--- config.mk ---
export PLATFORM = sky130hd
export DESIGN_NAME = con_ff_unit
export DESIGN_NICKNAME = d
export VERILOG_FILES = /design/src/rtl/con_ff_unit.sv
export SDC_FILE = /design/constraint.sdc
export NUM_CORES = 1
export LEC_CHECK = 0
export BUFFER_PORTS_ARGS = -buffer_cell sky130_fd_sc_hd__buf_2
export CAP_MARGIN = 20
export CELL_PAD_IN_SITES_DETAIL_PLACEMENT = 1
export CELL_PAD_IN_SITES_GLOBAL_PLACEMENT = 1
export CORE_ASPECT_RATIO = 0.8
export CORE_MARGIN = 2
export CORE_UTILIZATION = 16
export DETAILED_ROUTE_END_ITERATION = 8
export GPL_TIMING_DRIVEN = 0
export MAX_ROUTING_LAYER = met4
export PLACE_DENSITY = 0.9
export SLEW_MARGIN = 10
export SYNTH_ARGS = -nofsm -noshare
export SYNTH_HDL_FRONTEND = slang
export SYNTH_SLANG_ARGS = --single-unit
--- constraint.sdc ---
create_clock -name clk -period 1.7 [get_ports clk]
set_input_delay 0.085 -clock clk [delete_from_list [all_inputs] [get_ports clk]]
set_output_delay 0.085 -clock clk [all_outputs]
set_load 0.02 [all_outputs]
--- src/rtl/con_ff_unit.sv ---
// con_ff_unit: condition flip-flop for branch decisions (clk, clr, bus_in, cond, con_in, con_clr, cap_a -> con_ff, con_valid, a_valid, cmp_err); compare codes 6-11 built under CON_FF_COMPARE_EN
module con_ff_unit #(
  parameter int WIDTH = 32
) (
  input  logic             clk,
  input  logic             clr,
  input  logic [WIDTH-1:0] bus_in,
  input  logic [3:0]       cond,
  input  logic             con_in,
  input  logic             con_clr,
  input  logic             cap_a,
  output logic             con_ff,
  output logic             con_valid,
  output logic             a_valid,
  output logic             cmp_err
);
  logic z, n, res, hit;
  assign z = bus_in == '0;
  assign n = bus_in[WIDTH-1];
`ifdef CON_FF_COMPARE_EN
  typedef enum logic {EMPTY, LOADED} state_t;
  state_t state;
  logic [WIDTH-1:0] a;
  logic is_cmp;
  assign is_cmp = cond >= 4'd6 && cond <= 4'd11;
  assign hit = res & !(is_cmp && state == EMPTY);
  assign a_valid = state == LOADED;
  always_ff @(posedge clk or posedge clr)
    if (clr) begin
      state   <= EMPTY;
      a       <= '0;
      cmp_err <= 1'b0;
    end else begin
      cmp_err <= con_in && is_cmp && state == EMPTY;
      if (cap_a) begin
        a     <= bus_in;
        state <= LOADED;
      end else if (con_in && is_cmp) begin
        state <= EMPTY;
      end
    end
`else
  logic unused_cap;
  assign unused_cap = cap_a;
  assign hit = res;
  assign a_valid = 1'b0;
  assign cmp_err = 1'b0;
`endif
  always_comb begin
    res = 1'b0;
    case (cond)
      4'd0:  res = z;
      4'd1:  res = !z;
      4'd2:  res = !n;
      4'd3:  res = n;
      4'd4:  res = !n && !z;
      4'd5:  res = n || z;
`ifdef CON_FF_COMPARE_EN
      4'd6:  res = bus_in == a;
      4'd7:  res = bus_in != a;
      4'd8:  res = $signed(bus_in) < $signed(a);
      4'd9:  res = $signed(bus_in) >= $signed(a);
      4'd10: res = bus_in < a;
      4'd11: res = bus_in >= a;
`endif
      4'd14: res = 1'b1;
      default: res = 1'b0;
    endcase
  end
  always_ff @(posedge clk or posedge clr)
    if (clr) begin
      con_ff    <= 1'b0;
      con_valid <= 1'b0;
    end else begin
      con_ff    <= con_clr ? 1'b0 : con_in ? hit : con_ff;
      con_valid <= con_in && !con_clr;
    end
endmodule

### Word-level counts from Yosys, hierarchy flattened

Index checks and enable logic that the tools add are counted.

| cells by class | value |
|---|---|
| shift-type cells | 0 |
| $lt $le $gt $ge | 0 |
| multipliers | 0 |
| bitwise gates (word level) | 0 |
| reduce and logical (&&, ||, !) cells | 9 |
| $add $sub $neg | 0 |
| divide/modulo/power cells | 0 |
| equality and inequality tests | 6 |
| mux-type cells | 3 |

Operators by type and width:

| operator | number |
|---|---|
| 32-bit logical NOT | 1 |
| 4-bit by 2-bit == test with 1-bit output, second input constant | 2 |
| 4-bit by 3-bit == test with 1-bit output, second input constant | 2 |
| 1-bit case mux with 7 select lines | 1 |
| 4-bit by 1-bit == test with 1-bit output, second input constant | 1 |
| 4-bit == test, second input constant | 1 |
| 4-bit logical NOT | 1 |
| 1-bit logical NOT | 3 |
| 1-bit logical AND | 2 |
| 1-bit two-way mux | 2 |
| 2-bit nonzero test | 1 |
| 1-bit logical OR | 1 |

| storage, ports and cells | value |
|---|---|
| register bits after elaboration | 2 |
| bits in latches | 0 |
| bits in writable memories | 0 |
| memories | 0 |
| input port bits | 41 |
| bits in read-only memories | 0 |

### Longest topological paths before layout

Gate-level depths: netlist of run 1.

| logic depth | value |
|---|---|
| word-level depth | 6 |
| depth in mapped cells | 4 |
| gate-level depth less buffers | 4 |

### Least setup slack after synthesis of run 1

Ideal clock, no wire load.

| path | value |
|---|---|
| kind | register -> register |
| start point | register, netlist name con_ff |
| end point | register con_ff |
| path slack | 411 ps |
| path buffers | 0 |
| stages on the path, launching flop included | 5 |
| period minus slack after synthesis | 1289 ps |
| arrival | 1209 ps |
| data required time | 1620 ps |
| setup time | 80 ps |
| cells stage by stage | dfrtp_1 > o21bai_1 > and4b_1 > or3b_1 > o211ai_2 |

RTL lines:

| what | line | source |
|---|---|---|
| to (signal assigned) | 75 | `con_ff <= con_clr ? 1'b0 : con_in ? hit : con_ff;` |
| to (decl) | 12 | `output logic con_ff,` |

==> metrics, run 1 <==
# fillers about 220; Setup Crit Path Kind reg -> reg; Setup crit end con_ff; Setup Fix Bufs, Post-CTS 0; Final Cycle Share 73.6%; required time of the critical path between 1500 and 2000 ps; CP delay by family, top simple AND/OR/NAND/NOR gates; final net count 121; H-tree levels 1; CTS sink cnt 2; syn_area_per_cell 8.56 um^2; MaxCap Viol Count 0; startpoint types flip-flop; post-route cell area 543 um^2; Layout area overhead 98.2%; GRT Total Usage about an eighth; Initial Util around 17%; TritonCTS clock tree yes; Max clock buf depth 2; PwrDens 458 nW/um^2; top cells by area, synth dfrtp_1 (18%), nor4_1 (14%), nor4_4 (7.8%), buf_4 (5.5%), nand2b_1 (4.6%); vias after detailed routing 436; drt first pass iters 4; DRC viols 0; worst r2r src con_ff; CTS buffer count 3; commonest cells after routing, fill and taps aside buf_2 (41), nor4_1 (6), clkbuf_4 (3); WP depth 4; overall die area just over 2000 um^2; maximum fanout along the worst path 3; crit path buf inv count 0; RSZ-0062 raised after global routing no; fin. max-slew vios 0; Final Hold Viols 0; initial antenna violation count 0; synth unique cells 23; Yosys top cell area share 18.3%; Period minus WS final between 1000 and 1500 ps; largest net degree at the start of global routing 6; cts repair resizes 0; drt total wl 1140 um; io pins 45; area after detailed placement between 500 and 600 um^2; synth warn 0; Core Region around 1600 um^2; hold crit path type in -> reg; Yosys reg bits 2; clk_lat worst skew approximately 220 ps; Worst setup startpoint con_ff; port buffer count just over 40; GPL Wtd Cong ~0.66; row count 13; clock root buffer clkbuf_4; Cell Area, Synth roughly 270 um^2; first-pass GRT wire length around 1700 um; Crit-path slowest cell dfrtp_1; status completed; 1st-iter DRT viols 5; R2R depth 4; FF-to-FF setup slack between 400 and 500 ps; Hold-fix buffers, CTS 1; Crit path arrival time about 1300 ps; Die Ht 41.0 um; sequential share of the synthesized area 18.3%; setup violators final 0; FMAX 800 MHz; maximum VDD drop roughly 0.24 mV; Crit. End Element flip-flop; most common cell after layout, fill and taps aside buf_2; capturing point of the worst reg2reg path con_ff; leading area contributor after synthesis dfrtp_1; max incr delay on CP roughly 360 ps; per-cell routed wire length roughly 11 um; setup_tns 0 ps; antenna diode count 0; routed vias/inst 4.36; Synth Instances 32; grt ovf 0; layout cells sized above 1 approximately 64%; Routed Antenna Nets 0; Worst-path clk slew around 30 ps; Worst Clk Skew 0 ps; Die Width roughly 50 um; Static Leakage roughly 0.28 nW; number of global-route vias before repair 417; critical path, cell by cell o21bai_1, and4b_1, or3b_1, o211ai_2
## Yosys cell counts (all sizes together)
library cell / number
o211ai: 2
nor4b: 1
nor4: 8
nor2b: 1
conb: 1
a31oi: 1
buf: 2
nand2: 1
inv: 1
xor2: 1
dfrtp: 2
nor2: 1
o21ai: 1
or3b: 1
nand2b: 2
nor3: 1
o221a: 1
o21bai: 1
and4b: 1
nand4: 2
## layer usage
metal / track usage (%) / vias to the layer above / share of wire, %
met5: - / - / 0
met4: 6.25 / 0 / 1.2
met3: 4.38 / 2 / 6.6
met2: 25.3 / 18 / 56
met1: 11.0 / 196 / 36
li1: - / 220 / -
## through the flow
stage / hold slack [ps] / total power, mW / utilization, % / setup WS, ps / cells
after global placement: -65.3 / 0.141 / 31.7 / 490 / 96
after CTS: 23.1 / 0.256 / 33.7 / 444 / 100
after global routing: 21.4 / 0.278 / 33.7 / 358 / 100
final: 29.5 / 0.249 / 33.7 / 450 / 100
after floorplan: -174 / 0.0848 / - / 411 / 33
after detailed placement: -62.1 / 0.146 / 31.7 / 451 / 96
## area by class of cell
class	instances	area [um^2]	area share, %
plain buffers	2	15.0	2.76
inverters	1	3.75	0.691
repair buffers	42	215	39.6
multi-input cells	28	209	38.5
flip-flops and latches	2	50.0	9.22
well taps	22	27.5	5.07
clock buffers	3	22.5	4.15
## power breakdown
part	internal [mW]	total (mW)	switching [mW]
Clock	0.0777	0.103	0.0248
Sequential	0.0509	0.0520	0.00105
Combinational	0.0515	0.0942	0.0427
Total	0.180	0.249	0.0685
## how the worst min path moves through the flow
stage / from / to / depth (start not counted)
floorplan: clr / con_ff / 1
global placement: clr / con_valid / 2
detailed placement: clr / con_valid / 2
CTS: con_clr / con_valid / 2
global route: con_clr / con_valid / 2
finish: con_clr / con_valid / 2
## registers in the layout, summed over array words and instances, names as in the netlist
| name | cells |
|---|---|
| con_ff | 1 |
| con_valid | 1 |
## kinds of logic after synthesis
kind of cell,after synthesis,synth area share [%]
flops,2,18.3
other cells,1,1.37
compound gates,6,18.3
simple gates,19,52.1
buf+inv,3,6.85
xor+xnor,1,3.20
Note: power is estimated with default switching activity, not from simulation.
==> run 2, diff against run 1 <==
--- a/config.mk
+++ b/config.mk
@@ -5,17 +5,18 @@
 export SDC_FILE = /design/constraint.sdc
 export NUM_CORES = 1
 export LEC_CHECK = 0
+export ABC_AREA = 1
 export BUFFER_PORTS_ARGS = -buffer_cell sky130_fd_sc_hd__buf_2
 export CAP_MARGIN = 20
 export CELL_PAD_IN_SITES_DETAIL_PLACEMENT = 1
 export CELL_PAD_IN_SITES_GLOBAL_PLACEMENT = 1
 export CORE_ASPECT_RATIO = 0.8
 export CORE_MARGIN = 2
-export CORE_UTILIZATION = 16
+export CORE_UTILIZATION = 15
 export DETAILED_ROUTE_END_ITERATION = 8
 export GPL_TIMING_DRIVEN = 0
 export MAX_ROUTING_LAYER = met4
-export PLACE_DENSITY = 0.9
+export PLACE_DENSITY = 0.87
 export SLEW_MARGIN = 10
 export SYNTH_ARGS = -nofsm -noshare
 export SYNTH_HDL_FRONTEND = slang
==> constraint.sdc (replaced) <==
create_clock -name clk -period 1.16 [get_ports clk]
set_input_delay 0.058 -clock clk [delete_from_list [all_inputs] [get_ports clk]]
set_output_delay 0.058 -clock clk [all_outputs]
set_load 0.02 [all_outputs]
==> run 2 against run 1 <==
Combinational power grew 48%. Die area grew 21%. Setup slack lost 100 ps. Clock skew is the same. Sequential share of layout area shrank 0.69 points. Power grew 45%. First-iteration DRC count grew 60%. Global-route usage shrank 1.5 points. Count of clock-buffer cells in the layout is the same. Critical path type is now reg -> out. Critical endpoint is now con_ff. Highest routed layer is now met3.
==> metrics, run 2 <==
routed vias/inst 3.99 (-8.6%); Layout area overhead 86.1%; met3 wire length 95 um (+25%); syn_area_per_cell 4.93 um^2 (-42%); synth unique cells 13 (-43%); Period minus WS final around 800 ps; number of global-route vias before repair 570 (+37%); Pwr Total 0.360 mW (+45%); CTS sink cnt 2 (unchanged); most common cell after layout, fill and taps aside buf_2; GPL Wtd Cong 0.644 (-2.5%); most common cell in the synthesized netlist nor2_1; H-tree levels 1 (unchanged); ys flop type dfrtp_1; CTS buffer count 3 (unchanged); Cell Area, Synth 315 um^2 (+15%); initial antenna violation count 0 (unchanged); Final Cycle Share 70.2%; leading area contributor after synthesis nor2_1; max incr delay on CP 380 ps (+20 ps); per-cell routed wire length 9.07 um (-21%); Routed Antenna Nets 0 (unchanged); Setup Crit Path Kind reg -> out; Worst Clk Skew 0 ps (unchanged); Die Ht 45.0 um (+9.7%); Post-synth EDFFs 0 (unchanged); Detail Placement HPWL around 1100 um; synth warn 0 (unchanged); first-pass GRT wire length 2150 um (+24%); Crit. End Element output port; largest net degree at the start of global routing 5 (-1); Initial Util 16.4% (-0.65 points); TritonCTS clock tree yes; startpoint types flip-flop; Synth Instances 64 (+100%); final net count 153 (+26%); FF-to-FF setup slack 540 ps (+90 ps); RSZ-0062 raised after global routing no; antenna diode count 0 (unchanged); hold crit path type in -> reg; Yosys top cell area share 28.6% (+10 points); top cells by area, synth nor2_1 (29%), nand2_1 (24%), dfrtp_1 (16%), nor2_2 (7.9%), buf_4 (4.8%); row count 14 (+1); maximum fanout along the worst path 2 (-1); PwrDens 614 nW/um^2 (+34%); layout cells sized above 1 46.4% (-18 points); overall die area 2490 um^2 (+21%); maximum VDD drop 0.258 mV (+8.1%); 1st-iter DRT viols 8 (+3); Final Hold Viols 0 (unchanged); top sig layer met3; clk_lat worst skew 220 ps (about the same); required time of the critical path 1100 ps (-690 ps); MaxCap Viol Count 0 (unchanged); Core Region 1930 um^2 (+20%); Worst-path clk slew 30 ps (about the same); Met2 Wirelength 666 um (+4.4%); commonest cells in the netlist nor2_1 (24), nand2_1 (20), inv_1 (4), nor2_2 (4); fin. max-slew vios 0 (unchanged); critical path, cell by cell buf_2; setup_tns 0 ps (unchanged); DRC viols 0 (unchanged); Top Registers con_ff: 1 flops, con_valid: 1 flops; grt ovf 0 (unchanged); status completed; clock root buffer clkbuf_4; CP delay by family, top flip-flops; Crit-path slowest cell dfrtp_1; drt first pass iters 2 (-2); Yosys reg bits 2 (unchanged); vias after detailed routing 534 (+22%); drt total wl 1220 um (+6.4%); Async S/R FF share, synth 100% (unchanged); Die Width 55.3 um (+9.9%); Static Leakage 0.344 nW (+24%); crit path buf inv count 1 (+1); io pins 45 (unchanged); port buffer count 41 (unchanged); Crit path arrival time 760 ps (-580 ps); Setup Fix Bufs, Post-CTS 0 (unchanged); GRT Total Usage 11.1% (-1.5 points); FMAX 1230 MHz; Max clock buf depth 2 (unchanged); commonest cells after routing, fill and taps aside buf_2 (41), nor2_1 (24), nand2_1 (20), nor2_2 (4), inv_1 (4); WL met1 454 um (+9.9%); setup violators final 0 (unchanged); sequential share of the synthesized area 15.9% (-2.4 points)
[run 2: kinds of logic (layout without fill, tap and decap cells)]
| logic type | Yosys count | after routing | synth area share, % |
|---|---|---|---|
| compound gates | 3 | 3 | 5.55 |
| buf+inv | 6 | 51 | 9.52 |
| flops | 2 | 2 | 15.9 |
| other cells | 1 | 2 | 1.19 |
| simple gates | 52 | 52 | 67.9 |
[run 2: layer usage]
metal,GRT usage [%],vias up
met1,11.2,229
met3,2.87,0
met2,22.4,22
li1,-,283
met5,-,-
met4,1.46,0
[run 2: report_power, final]
part | switching (mW) | internal (mW) | leakage, nW
Clock | 0.0329 | 0.114 | 0.0138
Sequential | 0.00152 | 0.0739 | 0.0265
Combinational | 0.0646 | 0.0739 | 0.303
Total | 0.0991 | 0.261 | 0.344
[run 2: path summary, 6_finish.rpt]
| kind | endpoint | depth (start not counted) | startpoint |
|---|---|---|---|
| max in group asynchronous | con_ff | 3 | clr |
| max | con_ff | 1 | con_ff |
| min reg2reg | con_ff | 2 | con_ff |
| min in group asynchronous | con_valid | 3 | clr |
| max reg2reg | con_ff | 2 | con_ff |
| min | con_valid | 2 | con_clr |
[run 2: area by class of cell]
type	instances	area, um^2
sequential	2	50.0
fill	281	1340
buffer	2	15.0
tap	24	30.0
multi-input combinational	57	239
inverter	4	15.0
timing repair buffer	42	215
clock buffer	3	22.5
[run 2: repair_timing]
action / CTS / global route
endpoints found under the hold margin: 2 / 0
hold buffers: 1 / 0
gates resized for setup: 0 / 0
[run 2: stage by stage]
step                hold WS [ps]  setup WS, ps  std cells  utilization (%)  cell area, um^2
floorplan                   -201           400         65                -              319
global placement           -94.5           206        130             28.8              554
detailed placement         -90.4           156        130             28.8              554
CTS                         10.9           333        134             30.5              587
global route                4.33           259        134             30.5              587
finish                      15.2           346        134             30.5              587
==> run 3, diff against run 2 <==
==> constraint.sdc (replaced) <==
create_clock -name clk -period 0.8 [get_ports clk]
set_input_delay 0.04 -clock clk [delete_from_list [all_inputs] [get_ports clk]]
set_output_delay 0.04 -clock clk [all_outputs]
set_load 0.02 [all_outputs]
==> run 3 against run 2 <==
First-iteration DRC count is 110% higher. Via count is 2.8% higher. Sequential power is 45% higher. Critical path type is now in -> reg.
==> metrics, run 3 (synthesized netlist as in run 2, its figures left out) <==
Max clock buf depth 2 (unchanged); GRT Total Usage 11.6% (+0.52 points); clk_lat worst skew 220 ps (about the same); Seq. cell area 50.0 um^2 (unchanged); R2R depth 3 (+1); Non-Filler Instances 136 (+1.5%); # fillers 286 (+1.8%); overall die area 2490 um^2 (unchanged); largest net degree at the start of global routing 5 (unchanged); Die Width 55.3 um (unchanged); setup_tns 0 ps (unchanged); Crit. End Element flip-flop; 1st-iter DRT viols 17 (+9); Core Region 1930 um^2 (unchanged); Period minus WS final slightly below 800 ps; antenna diode count 0 (unchanged); RSZ-0062 raised after global routing yes; post-placement cell count 130 (unchanged); Initial Util 16.4% (unchanged); post-route cell area 667 um^2 (+14%); most common cell after layout, fill and taps aside buf_2; area after detailed placement 554 um^2 (unchanged); hold path startpoint con_in; initial antenna violation count 0 (unchanged); startpoint types input port; Util after Layout 34.6% (+4.2 points); GPL Wtd Cong 0.644 (unchanged); PwrDens 863 nW/um^2 (+40%); Die Ht 45.0 um (unchanged); Setup Crit Path Kind in -> reg; number of global-route vias before repair 588 (+3.2%); final net count 155 (+1.3%); per-cell routed wire length 9.64 um (+6.2%); status completed; Final Hold Viols 0 (unchanged); maximum VDD drop 0.386 mV (+50%); fin. max-slew vios 0 (unchanged); Hold EP con_valid; setup slack after layout 9.29 ps (-337 ps); worst r2r src con_ff; hold crit path type in -> reg; vias after detailed routing 549 (+2.8%); maximum fanout along the worst path 2 (unchanged); Hold Path Stages 3 (+1); Worst-path clk slew 30 ps (about the same); required time of the critical path 960 ps (-140 ps); Worst Clk Skew 0 ps (unchanged); port buffer count 41 (unchanged); Detail Placement HPWL 1080 um (unchanged); Setup WS pre-CTS -186 ps (-342 ps); FMAX around 1300 MHz; Crit path arrival time 950 ps (+190 ps); DRC viols 0 (unchanged); CTS buffer count 3 (unchanged); CTS sink cnt 2 (unchanged); Final Cycle Share between 90 and 100%; grt ovf 0 (unchanged); clock root buffer clkbuf_4; drt first pass iters 3 (+1); setup violators final 0 (unchanged); Pwr Total 0.575 mW (+60%); row count 14 (unchanged); FF-to-FF setup slack 50 ps (-490 ps); TritonCTS clock tree yes; io pins 45 (unchanged); MaxCap Viol Count 0 (unchanged); Top Registers con_ff: 1 flops, con_valid: 1 flops; layout cells sized above 1 52.7% (+6.3 points); hold slack 46.6 ps (+31.4 ps); Static Leakage 0.367 nW (+6.8%); first-pass GRT wire length 2220 um (+3.5%); H-tree levels 1 (unchanged); drt total wl 1310 um (+7.8%); Multi-input gate area 258 um^2 (+7.9%); commonest cells after routing, fill and taps aside buf_2 (34), nand2_1 (20), nor2_1 (18), nor2_2 (10), buf_6 (7); capturing point of the worst reg2reg path con_ff; routed vias/inst 4.04 (+1.3%); Layout area overhead 112%; Routed Antenna Nets 0 (unchanged)
run 3: changes by cell type in the layout (fill, tap and decap cells not counted), moves of 6 or more:
cell / delta
nor2_1: -6
buf_2: -7
buf_6: +7
nor2_2: +6
run 3: how the worst max path moves through the flow:
stage | start | end | slack, ps | cells after the start
2_1_floorplan | bus_in[15] | con_ff | 60 | 8
3_3_place_gp | bus_in[31] | con_ff | -140 | 9
3_5_place_dp | bus_in[31] | con_ff | -190 | 9
4_1_cts | con_clr | con_ff | 20 | 5
5_1_grt | bus_in[24] | con_ff | -30 | 9
6_report | con_clr | con_ff | 9 | 5
run 3: area by class of cell:
| class | count | area share, % |
|---|---|---|
| clock buffer | 3 | 3.38 |
| buffer | 2 | 2.25 |
| multi-input combinational | 57 | 38.6 |
| timing repair buffer | 44 | 41.5 |
| sequential | 2 | 7.50 |
| inverter | 4 | 2.25 |
| tap | 24 | 4.50 |
run 3: routing by layer:
layer  vias to the layer above  share of wire (%)  global-route usage (%)
met3                         2                7.3                    2.87
met1                       235                 36                    11.6
met5                         -                  0                       -
met4                         0               0.61                    2.93
li1                        288                  -                       -
met2                        24                 56                    23.1
run 3: timing repair:
item,in CTS,in global routing
setup buffers,1,0
pin swaps,0,15
hold buffers,2,0
endpoints found under the setup margin,1,2
resized for setup,1,15
hold endpoints to repair,3,0
run 3: critical path, cell delays in order:
cell and delay (ps):
buf_2 100, dlygate4sd3_1 540, nor2_1 130, nand2_1 70, nand2_1 60
run 3: where the power goes:
part / internal, mW / total (mW) / switching (mW)
registers: 0.107 / 0.109 / 0.00236
logic: 0.138 / 0.241 / 0.103
clock network: 0.166 / 0.224 / 0.0588
total: 0.411 / 0.575 / 0.164
